<file path="src/rtl/acc_queue.sv">
// acc_queue: in-order reservation queue in front of the accumulator unit.
// Each entry holds one FPR operand (valid, ROB tag, data) and the branch
// depth it was issued under. Operands wake up from the CDB. Only the head
// can dispatch, and only once it is non-speculative and its operand is ready.
//
// Ports:
//   clk, reset    - clock; synchronous active-high reset
//   fpr_read[2]   - register-read results (only element 0 is the operand)
//   fpr_cdb       - common data bus broadcast (operand wakeup)
//   b_count_next  - branch depth of the instruction being issued
//   b_commit      - one outstanding branch resolved correctly this cycle
//   failure       - branch mispredict; drop every speculative entry
//   issue_req     - issue handshake (valid in, ready out)
//   acc_req       - accumulator handshake (valid out, ready in)
//   acc_data      - head operand data
//   occupancy     - number of live entries

package acc_queue_pkg;
  parameter int unsigned N_B_ENTRY = 4;
  parameter int unsigned ROB_TAG_W = 5;

  typedef struct packed {
    logic                 valid;
    logic [ROB_TAG_W-1:0] tag;
    logic [31:0]          data;
  } cdb_t;
endpackage

module acc_queue
  import acc_queue_pkg::*;
#(
  parameter int unsigned DEPTH   = 4,
  parameter int unsigned B_WIDTH = $clog2(N_B_ENTRY) + 1,
  parameter int unsigned DATA_W  = 32
) (
  input  logic                     clk,
  input  logic                     reset,
  input  cdb_t                     fpr_read [2],
  input  cdb_t                     fpr_cdb,
  input  logic [B_WIDTH-1:0]       b_count_next,
  input  logic                     b_commit,
  input  logic                     failure,
  req_if.receiver                  issue_req,
  req_if.sender                    acc_req,
  output logic [DATA_W-1:0]        acc_data,
  output logic [$clog2(DEPTH):0]   occupancy
);

  localparam int unsigned PTR_W = $clog2(DEPTH);
  localparam int unsigned CNT_W = PTR_W + 1;

  logic [DEPTH-1:0]     ent_valid;
  logic [ROB_TAG_W-1:0] ent_tag  [DEPTH];
  logic [DATA_W-1:0]    ent_data [DEPTH];
  logic [B_WIDTH-1:0]   ent_bcnt [DEPTH];

  logic [PTR_W-1:0] head;
  logic [PTR_W-1:0] tail;
  logic [CNT_W-1:0] count;

  logic             dispatch;
  logic             enqueue;
  logic             head_eligible;
  logic             issue_ready;
  logic [CNT_W-1:0] flush_keep;

  logic unused_fpr_read1;
  assign unused_fpr_read1 = ^fpr_read[1];

  // Head eligibility uses registered state only, so acc_req.ready never
  // feeds back into acc_req.valid.
  assign head_eligible = (count != '0) && (ent_bcnt[head] == '0) && ent_valid[head];
  assign acc_req.valid = head_eligible;
  assign acc_data      = ent_data[head];
  assign dispatch      = head_eligible && acc_req.ready;

  assign issue_ready     = !failure && ((count < CNT_W'(DEPTH)) || dispatch);
  assign issue_req.ready = issue_ready;
  assign enqueue         = issue_req.valid && issue_ready;

  assign occupancy = count;

  // Number of consecutive live entries from the head with zero branch depth.
  // Depth is non-decreasing head to tail, so this prefix is exactly the set
  // of confirmed entries that survive a mispredict.
  always_comb begin
    logic run;
    flush_keep = '0;
    run        = 1'b1;
    for (int unsigned i = 0; i < DEPTH; i++) begin
      if (run && (CNT_W'(i) < count) && (ent_bcnt[head + PTR_W'(i)] == '0)) begin
        flush_keep = flush_keep + CNT_W'(1);
      end else begin
        run = 1'b0;
      end
    end
  end

  always_ff @(posedge clk) begin
    if (reset) begin
      head  <= '0;
      tail  <= '0;
      count <= '0;
    end else begin
      if (dispatch) begin
        head <= head + PTR_W'(1);
      end
      if (failure) begin
        tail  <= head + flush_keep[PTR_W-1:0];
        count <= flush_keep - CNT_W'(dispatch);
      end else begin
        if (enqueue) begin
          tail <= tail + PTR_W'(1);
        end
        count <= count + CNT_W'(enqueue) - CNT_W'(dispatch);
      end
    end
  end

  // Entry payload carries no reset; liveness is governed by head/count.
  // The tail write follows the snoop loop so a new entry overrides any
  // stale update to the same slot.
  always_ff @(posedge clk) begin
    for (int unsigned i = 0; i < DEPTH; i++) begin
      if (!ent_valid[i] && fpr_cdb.valid && (fpr_cdb.tag == ent_tag[i])) begin
        ent_valid[i] <= 1'b1;
        ent_data[i]  <= DATA_W'(fpr_cdb.data);
      end
      if (ent_bcnt[i] != '0) begin
        ent_bcnt[i] <= ent_bcnt[i] - B_WIDTH'(b_commit);
      end
    end
    if (enqueue) begin
      ent_tag[tail]   <= fpr_read[0].tag;
      ent_valid[tail] <= fpr_read[0].valid ||
                         (fpr_cdb.valid && (fpr_cdb.tag == fpr_read[0].tag));
      ent_data[tail]  <= fpr_read[0].valid ? DATA_W'(fpr_read[0].data)
                                           : DATA_W'(fpr_cdb.data);
      ent_bcnt[tail]  <= b_count_next;
    end
  end

endmodule

</file>
<file path="src/rtl/acc_queue_if.sv">
// req_if: valid/ready handshake bundle.
//   valid - driven by the sender
//   ready - driven by the receiver
interface req_if;
  logic valid;
  logic ready;

  modport sender   (output valid, input  ready);
  modport receiver (input  valid, output ready);
endinterface

</file>
<file path="src/flat_wrapper.sv">
// flat-port wrapper written by rule: the top's interface ports become plain ports
module acc_queue_flat import acc_queue_pkg::*;
#(
  parameter int unsigned DEPTH   = 4,
  parameter int unsigned B_WIDTH = $clog2(N_B_ENTRY) + 1,
  parameter int unsigned DATA_W  = 32
)
  (clk, reset, fpr_read, fpr_cdb, b_count_next, b_commit, failure, acc_data, occupancy, issue_req_valid, issue_req_ready, acc_req_valid, acc_req_ready);
  req_if issue_req_i ();
  req_if acc_req_i ();
  input  logic clk;
  input  logic reset;
  input  cdb_t fpr_read[2];
  input  cdb_t fpr_cdb;
  input  logic [B_WIDTH-1:0] b_count_next;
  input  logic b_commit;
  input  logic failure;
  output logic [DATA_W-1:0] acc_data;
  output logic [$clog2(DEPTH):0] occupancy;
  input wire logic [$bits(issue_req_i.valid)-1:0] issue_req_valid;
  output wire logic [$bits(issue_req_i.ready)-1:0] issue_req_ready;
  output wire logic [$bits(acc_req_i.valid)-1:0] acc_req_valid;
  input wire logic [$bits(acc_req_i.ready)-1:0] acc_req_ready;
  assign issue_req_i.valid = issue_req_valid;
  assign issue_req_ready = issue_req_i.ready;
  assign acc_req_valid = acc_req_i.valid;
  assign acc_req_i.ready = acc_req_ready;
  acc_queue #(.DEPTH(DEPTH), .B_WIDTH(B_WIDTH), .DATA_W(DATA_W)) u_core (.clk(clk), .reset(reset), .fpr_read(fpr_read), .fpr_cdb(fpr_cdb), .b_count_next(b_count_next), .b_commit(b_commit), .failure(failure), .issue_req(issue_req_i), .acc_req(acc_req_i), .acc_data(acc_data), .occupancy(occupancy));
endmodule
</file>
<file path="config.mk">
export PLATFORM = sky130hd
export DESIGN_NAME = acc_queue_flat
export DESIGN_NICKNAME = d
export VERILOG_FILES = /design/src/rtl/acc_queue.sv /design/src/rtl/acc_queue_if.sv /design/src/flat_wrapper.sv
export SDC_FILE = /design/constraint.sdc
export NUM_CORES = 1
export LEC_CHECK = 0
export ABC_CLOCK_PERIOD_IN_PS = 3500
export CAP_MARGIN = 20
export CORE_MARGIN = 3
export CORE_UTILIZATION = 40
export CTS_CLUSTER_SIZE = 24
export DETAILED_ROUTE_END_ITERATION = 8
export GPL_ROUTABILITY_DRIVEN = 0
export PLACE_DENSITY_LB_ADDON = 0.05
export RECOVER_POWER = 50
export SLEW_MARGIN = 20
export SYNTH_ARGS = -nofsm -noshare
export SYNTH_HDL_FRONTEND = slang
export SYNTH_SLANG_ARGS = --single-unit
</file>
<file path="constraint.sdc">
create_clock -name clk -period 3.5 [get_ports clk]
set_input_delay 0.35 -clock clk [delete_from_list [all_inputs] [get_ports clk]]
set_output_delay 0.35 -clock clk [all_outputs]
set_load 0.02 [all_outputs]
</file>
* Word level (Yosys, flattened, before mapping) *
Memories as Yosys holds them, arrays and structs flattened. A register that Yosys moved wholly into a read port is not among the register bits.
Index checks and enable logic that the tools add are counted.

operators by class
  add/sub/neg operators = 15
  order comparisons = 8
  eq/ne operators = 5
  muxes and demuxes = 43
  reductions and logical operators = 39

operators by type and width
  operator             count
  $mux 32              1
  $mux 1               28
  $eq 5x5->1           5
  $logic_and 1x1->1    22
  $sub 3x1->3          6
  $reduce_bool 3->1    5
  $logic_not 3->1      4
  $mux 2               6
  $mux 3               4
  $add 3x1->3 const B  3
  $lt 1x3->1 const A   2
  $lt 2x3->1 const A   2
  $lt 2x3->1 const B   2
  $logic_not 1->1      5
  $add 2x1->2 const B  2
  $add 2x2->2 const B  2
  $bwmux 4             1
  $mux 4               1
  $add 3x1->3          1
  $lt 3x3->1 const B   1
  $add 2x2->2          1
  $bmux 1 s2           1
  $demux 1 s2          1
  $ge 2x1->1 const B   1
  2 further kinds      3

storage, ports and cells
  register bits = 11
  bits in writable memories = 160
  logic and storage cells = 117
  memories = 3

memory list
  name             depth  bits a word  rd ports  clocked after Yosys merged registers in  wr ports  line             source
  u_core.ent_data  4      32           1         1                                        5         acc_queue.sv:54  logic [DATA_W-1:0] ent_data [DEPTH];
  u_core.ent_tag   4      5            4         0                                        1         acc_queue.sv:53  logic [ROB_TAG_W-1:0] ent_tag [DEPTH];
  u_core.ent_bcnt  4      3            8         1                                        5         acc_queue.sv:55  logic [B_WIDTH-1:0] ent_bcnt [DEPTH];

* Logic depth before layout (Yosys ltp) *
  depth in word-level cells = 14
  gate-level depth with buffers = 16
  gate-level depth less buffers = 15

* Least setup slack after synthesis *
Ideal clock, no wire load.

  kind = flip-flop to flip-flop
  start point = memory u_core.ent_bcnt[3][0] (netlist name)
  end point = register u_core.tail[1]
  setup time = 128 ps
  arrival = 3211 ps
  data required time = 3372 ps
  path slack = 161 ps
  stages on the path, launching flop included = 16
  buffers on the path = 0
  period minus slack after synthesis = 3339 ps
  cell sequence = edfxtp_1 or3_1 mux4_2 nor3_1 ha_1 nor2b_1 o2111ai_1 nand2_1 nand2b_1 xnor2_1 ha_1 xor2_1 xor2_1 nor2_1 nor2_1 o22ai_1

RTL lines
  what                  line              source
  from (decl)           acc_queue.sv:55
  to (signal assigned)  acc_queue.sv:109  tail <= head + flush_keep[PTR_W-1:0];
  to (signal assigned)  acc_queue.sv:113  tail <= tail + PTR_W'(1);
  to (decl)             acc_queue.sv:58   logic [PTR_W-1:0] tail;

==> metrics.md <==
| Metric | Value |
|---|---|
| Cts hold-fix bufs | `0` |
| Port Buffers | `121` |
| Hold path cells | `2` |
| Row Count | `53` |
| CP Capture Type | `flip-flop` |
| Initial Utilization | `0.413` |
| Number of buffers created by CTS | `17` |
| Placed Area | `10600 sq um` |
| Routed WL per cell | `20.7 microns` |
| Pin count of the biggest net entering global routing | `33` |
| Hold Worst Slack | `0.488 ns` |
| Critical-path top delay cell | `mux4_2` |
| Critical path class | `reg2reg` |
| Most common cell after layout, fill and taps aside | `edfxtp_1` |
| DRT antenna net count | `0` |
| Worst-Skew Late Latency | `0.43 ns` |
| Nets | `854` |
| Crit Path Max Fanout | `4` |
| Synth top area cells | `edfxtp_1 55%, mux2_1 16%, mux4_2 8.9%` |
| Distinct cells, synth | `44` |
| Clock buffer depth | `2` |
| Post-CTS Repair Setup Buffers | `0` |
| Drt drc | `0` |
| Outcome | `finished clean` |
| Cell Area, Synth | `8810 sq um` |
| Initial antenna violation count | `0` |
| Post-synth ARST share | `0` |
| CP Buf/Inv Count | `0` |
| Leak Pwr | `3.94 nW` |
| WP depth | `15` |
| Most Used Layer, Global Route | `met2` |
| Layout area overhead | `27.4%` |
| VDD IR-drop max | `0.308 mV` |
| Critical Path Max Stage Delay | `0.51 ns` |
| Post-DR vias/cell | `5.27` |
| Area occupied by multi-input gates | `3580 sq um` |
| First-pass GRT wire length | `32.3 mm` |
| Top delay family on crit path | `simple AND/OR/NAND/NOR gates` |
| Minimum clock period | `3.39 ns` |
| Clock transition at path regs | `0.07 ns` |
| Die height | `154 microns` |
| Layout cells sized above 1 | `0.169` |
| Synth Register Bits | `173` |
| Final Max Slew Viols | `0` |
| # fillers | `1810` |
| H-tree levels | `4` |
| Vias in the first global route | `5584` |
| Seq. cell area | `5070 sq um` |
| Finished Cell Area | `11200 sq um` |
| EDFF count, synth | `160` |
| Grt met2 use | `0.307` |
| Die area | `23900 sq um` |
| Hold Path End | `u_core.ent_valid[2]` |
| Part of the cycle the worst path needs | `0.967` |
| IO Count | `160` |
| Ys flop type | `edfxtp_1` |
| Worst path required time | `3.80 ns` |
| Most frequent cells in the layout | `160 x edfxtp_1, 128 x mux2_1, 112 x clkdlybuf4s50_1` |
| MaxCap Viol Count | `0` |
| Final wirelength | `20.6 mm` |
| Worst Max-Slew Pin Slew | `0.768 ns` |
| Fmax | `295 MHz` |
| CTS tree | `built` |
| Pwr dens | `481 nW/um^2` |
| Clk root buf | `clkbuf_16` |
| CP Launch Type | `flip-flop` |
| Reg2reg start | `u_core.ent_bcnt[0][0]` |
| Clock Sinks | `173` |
| Die width | `154 microns` |
| Final setup skew | `0.0156 ns` |
| Slew HR | `0.488` |
| Synth top area share | `0.545` |
| Area of the core | `21400 sq um` |
| Register area share after synthesis | `0.575` |
| DR pass1 iterations | `4` |
| Synth area leader | `edfxtp_1` |
| Reg2reg path depth | `15` |
| GR Util met3 | `0.0319` |
| Post-DP HPWL | `13.0 mm` |
| Worst hold start | `u_core.ent_valid[2]` |
| R2R Setup Slk | `0.11 ns` |
| Post-Synthesis Cells | `568` |
| RR Endpoint | `u_core.tail[1]` |
| Final Setup Violations | `0` |
| Met1 Use GR | `0.234` |
| Avg Inst Size Synth | `15.5 sq um` |
| Worst hold path type | `reg2reg` |
| Via count | `5258` |
| Gr usage total | `0.178` |
| Critical path cell sequence | `or3_4, mux4_2, nor3_2, ha_1, nor2b_2, o2111ai_1, nand2_2, nand2b_1, xnor2_2, ha_2, xor2_2, xor2_1, nor2_1, nor2_1, o22ai_1` |
| Gr ovfl total | `0` |
| WP data arrival | `3.68 ns` |
| Syn Nets | `713` |
| RSZ-0062 raised after global routing | `true` |
| Starting DRT DRC Count | `236` |
| Cell mode on critical path | `nor2_1` |
| # diodes | `0` |
| Hold Fails Final Rpt | `0` |
| Synth warnings | `0` |
-- stage by stage --
stage | utilization | worst slack [ns] | TNS, ns | power, mW | instances
floorplan | - | 0.161 | 0 | 3.07 | 568
global placement | 0.496 | 0.104 | 0 | 3.50 | 965
detailed placement | 0.496 | 0.0429 | 0 | 3.53 | 965
CTS | 0.523 | 0.00941 | 0 | 5.44 | 997
global route | 0.526 | -0.0885 | -0.0885 | 5.65 | 997
finish | 0.526 | 0.115 | 0 | 5.40 | 997
-- timing repair --
action	CTS	global route
setup endpoints to repair	1	5
pin swaps	0	1
cloned	0	0
gates resized for setup	1	13
-- worst max path at each step --
stage | start | to
after CTS | u_core.ent_bcnt[0][0] | u_core.tail[1]
after floorplan | u_core.ent_bcnt[3][0] | u_core.tail[1]
after detailed placement | u_core.ent_bcnt[0][0] | u_core.tail[1]
final | u_core.ent_bcnt[0][0] | u_core.tail[1]
after global routing | u_core.ent_bcnt[0][0] | u_core.tail[1]
after global placement | u_core.ent_bcnt[3][0] | u_core.tail[1]
-- per-layer routing --
metal	part of all wire	wire length, microns
met5	0	0
met4	0.011	220
met3	0.027	566
met2	0.52	10600
met1	0.45	9220
-- worst min-delay path, delay by kind of cell (launching register included) --
family / cells / cell delay [ns]
compound gates: 1 / 0.06
buf+inv: 1 / 0.06
flops: 1 / 0.33
-- report_power, final --
group	switching [mW]	internal [mW]
Sequential	0.0722	2.46
Combinational	0.451	0.519
Clock	0.835	1.07
-- cell type report --
class	instances	share of cell area
Clock buffer	18	0.0382
Clock inverter	14	0.0143
Inverter	29	0.00969
Multi-Input combinational cell	335	0.319
Sequential cell	173	0.451
Tap cell	275	0.0306
Timing Repair Buffer	153	0.137
-- kinds of logic (layout without fill, tap and decap cells) --
logic type,after synthesis,after routing,share of synthesized area
AO/OA/AOI/OAI,39,39,0.0312
XOR/XNOR,36,36,0.0358
adder cells (fa/ha/maj),22,22,0.0321
buffers and inverters,60,214,0.0274
flip-flops,173,173,0.575
multiplexers,167,167,0.258
AND/OR/NAND/NOR,71,71,0.0413
-- sequential cells by signal, indices dropped and copies added, names as in the netlist, named ones only --
| signal | count |
|---|---|
| u_core.tail | 2 |
| u_core.ent_valid | 4 |
| u_core.head | 2 |
| u_core.occupancy | 3 |
| u_core.ent_tag | 20 |
| u_core.ent_bcnt | 12 |
| u_core.ent_data | 128 |
-- synthesized netlist by cell type, drive strengths merged (2+ instances only) --
cell	instances
edfxtp	160
mux2	128
mux4	35
inv	29
nor2	22
xor2	22
ha	21
buf	17
a21oi	15
nand2	15
clkbuf	14
xnor2	14
dfxtp	13
nand2b	8
nor4	6
a31oi	5
o22ai	5
mux2i	4
or3	4
a41o	3
nor3	3
nor4b	3
a211oi	2
o2111ai	2
Note: power is estimated with default switching activity, not from simulation.
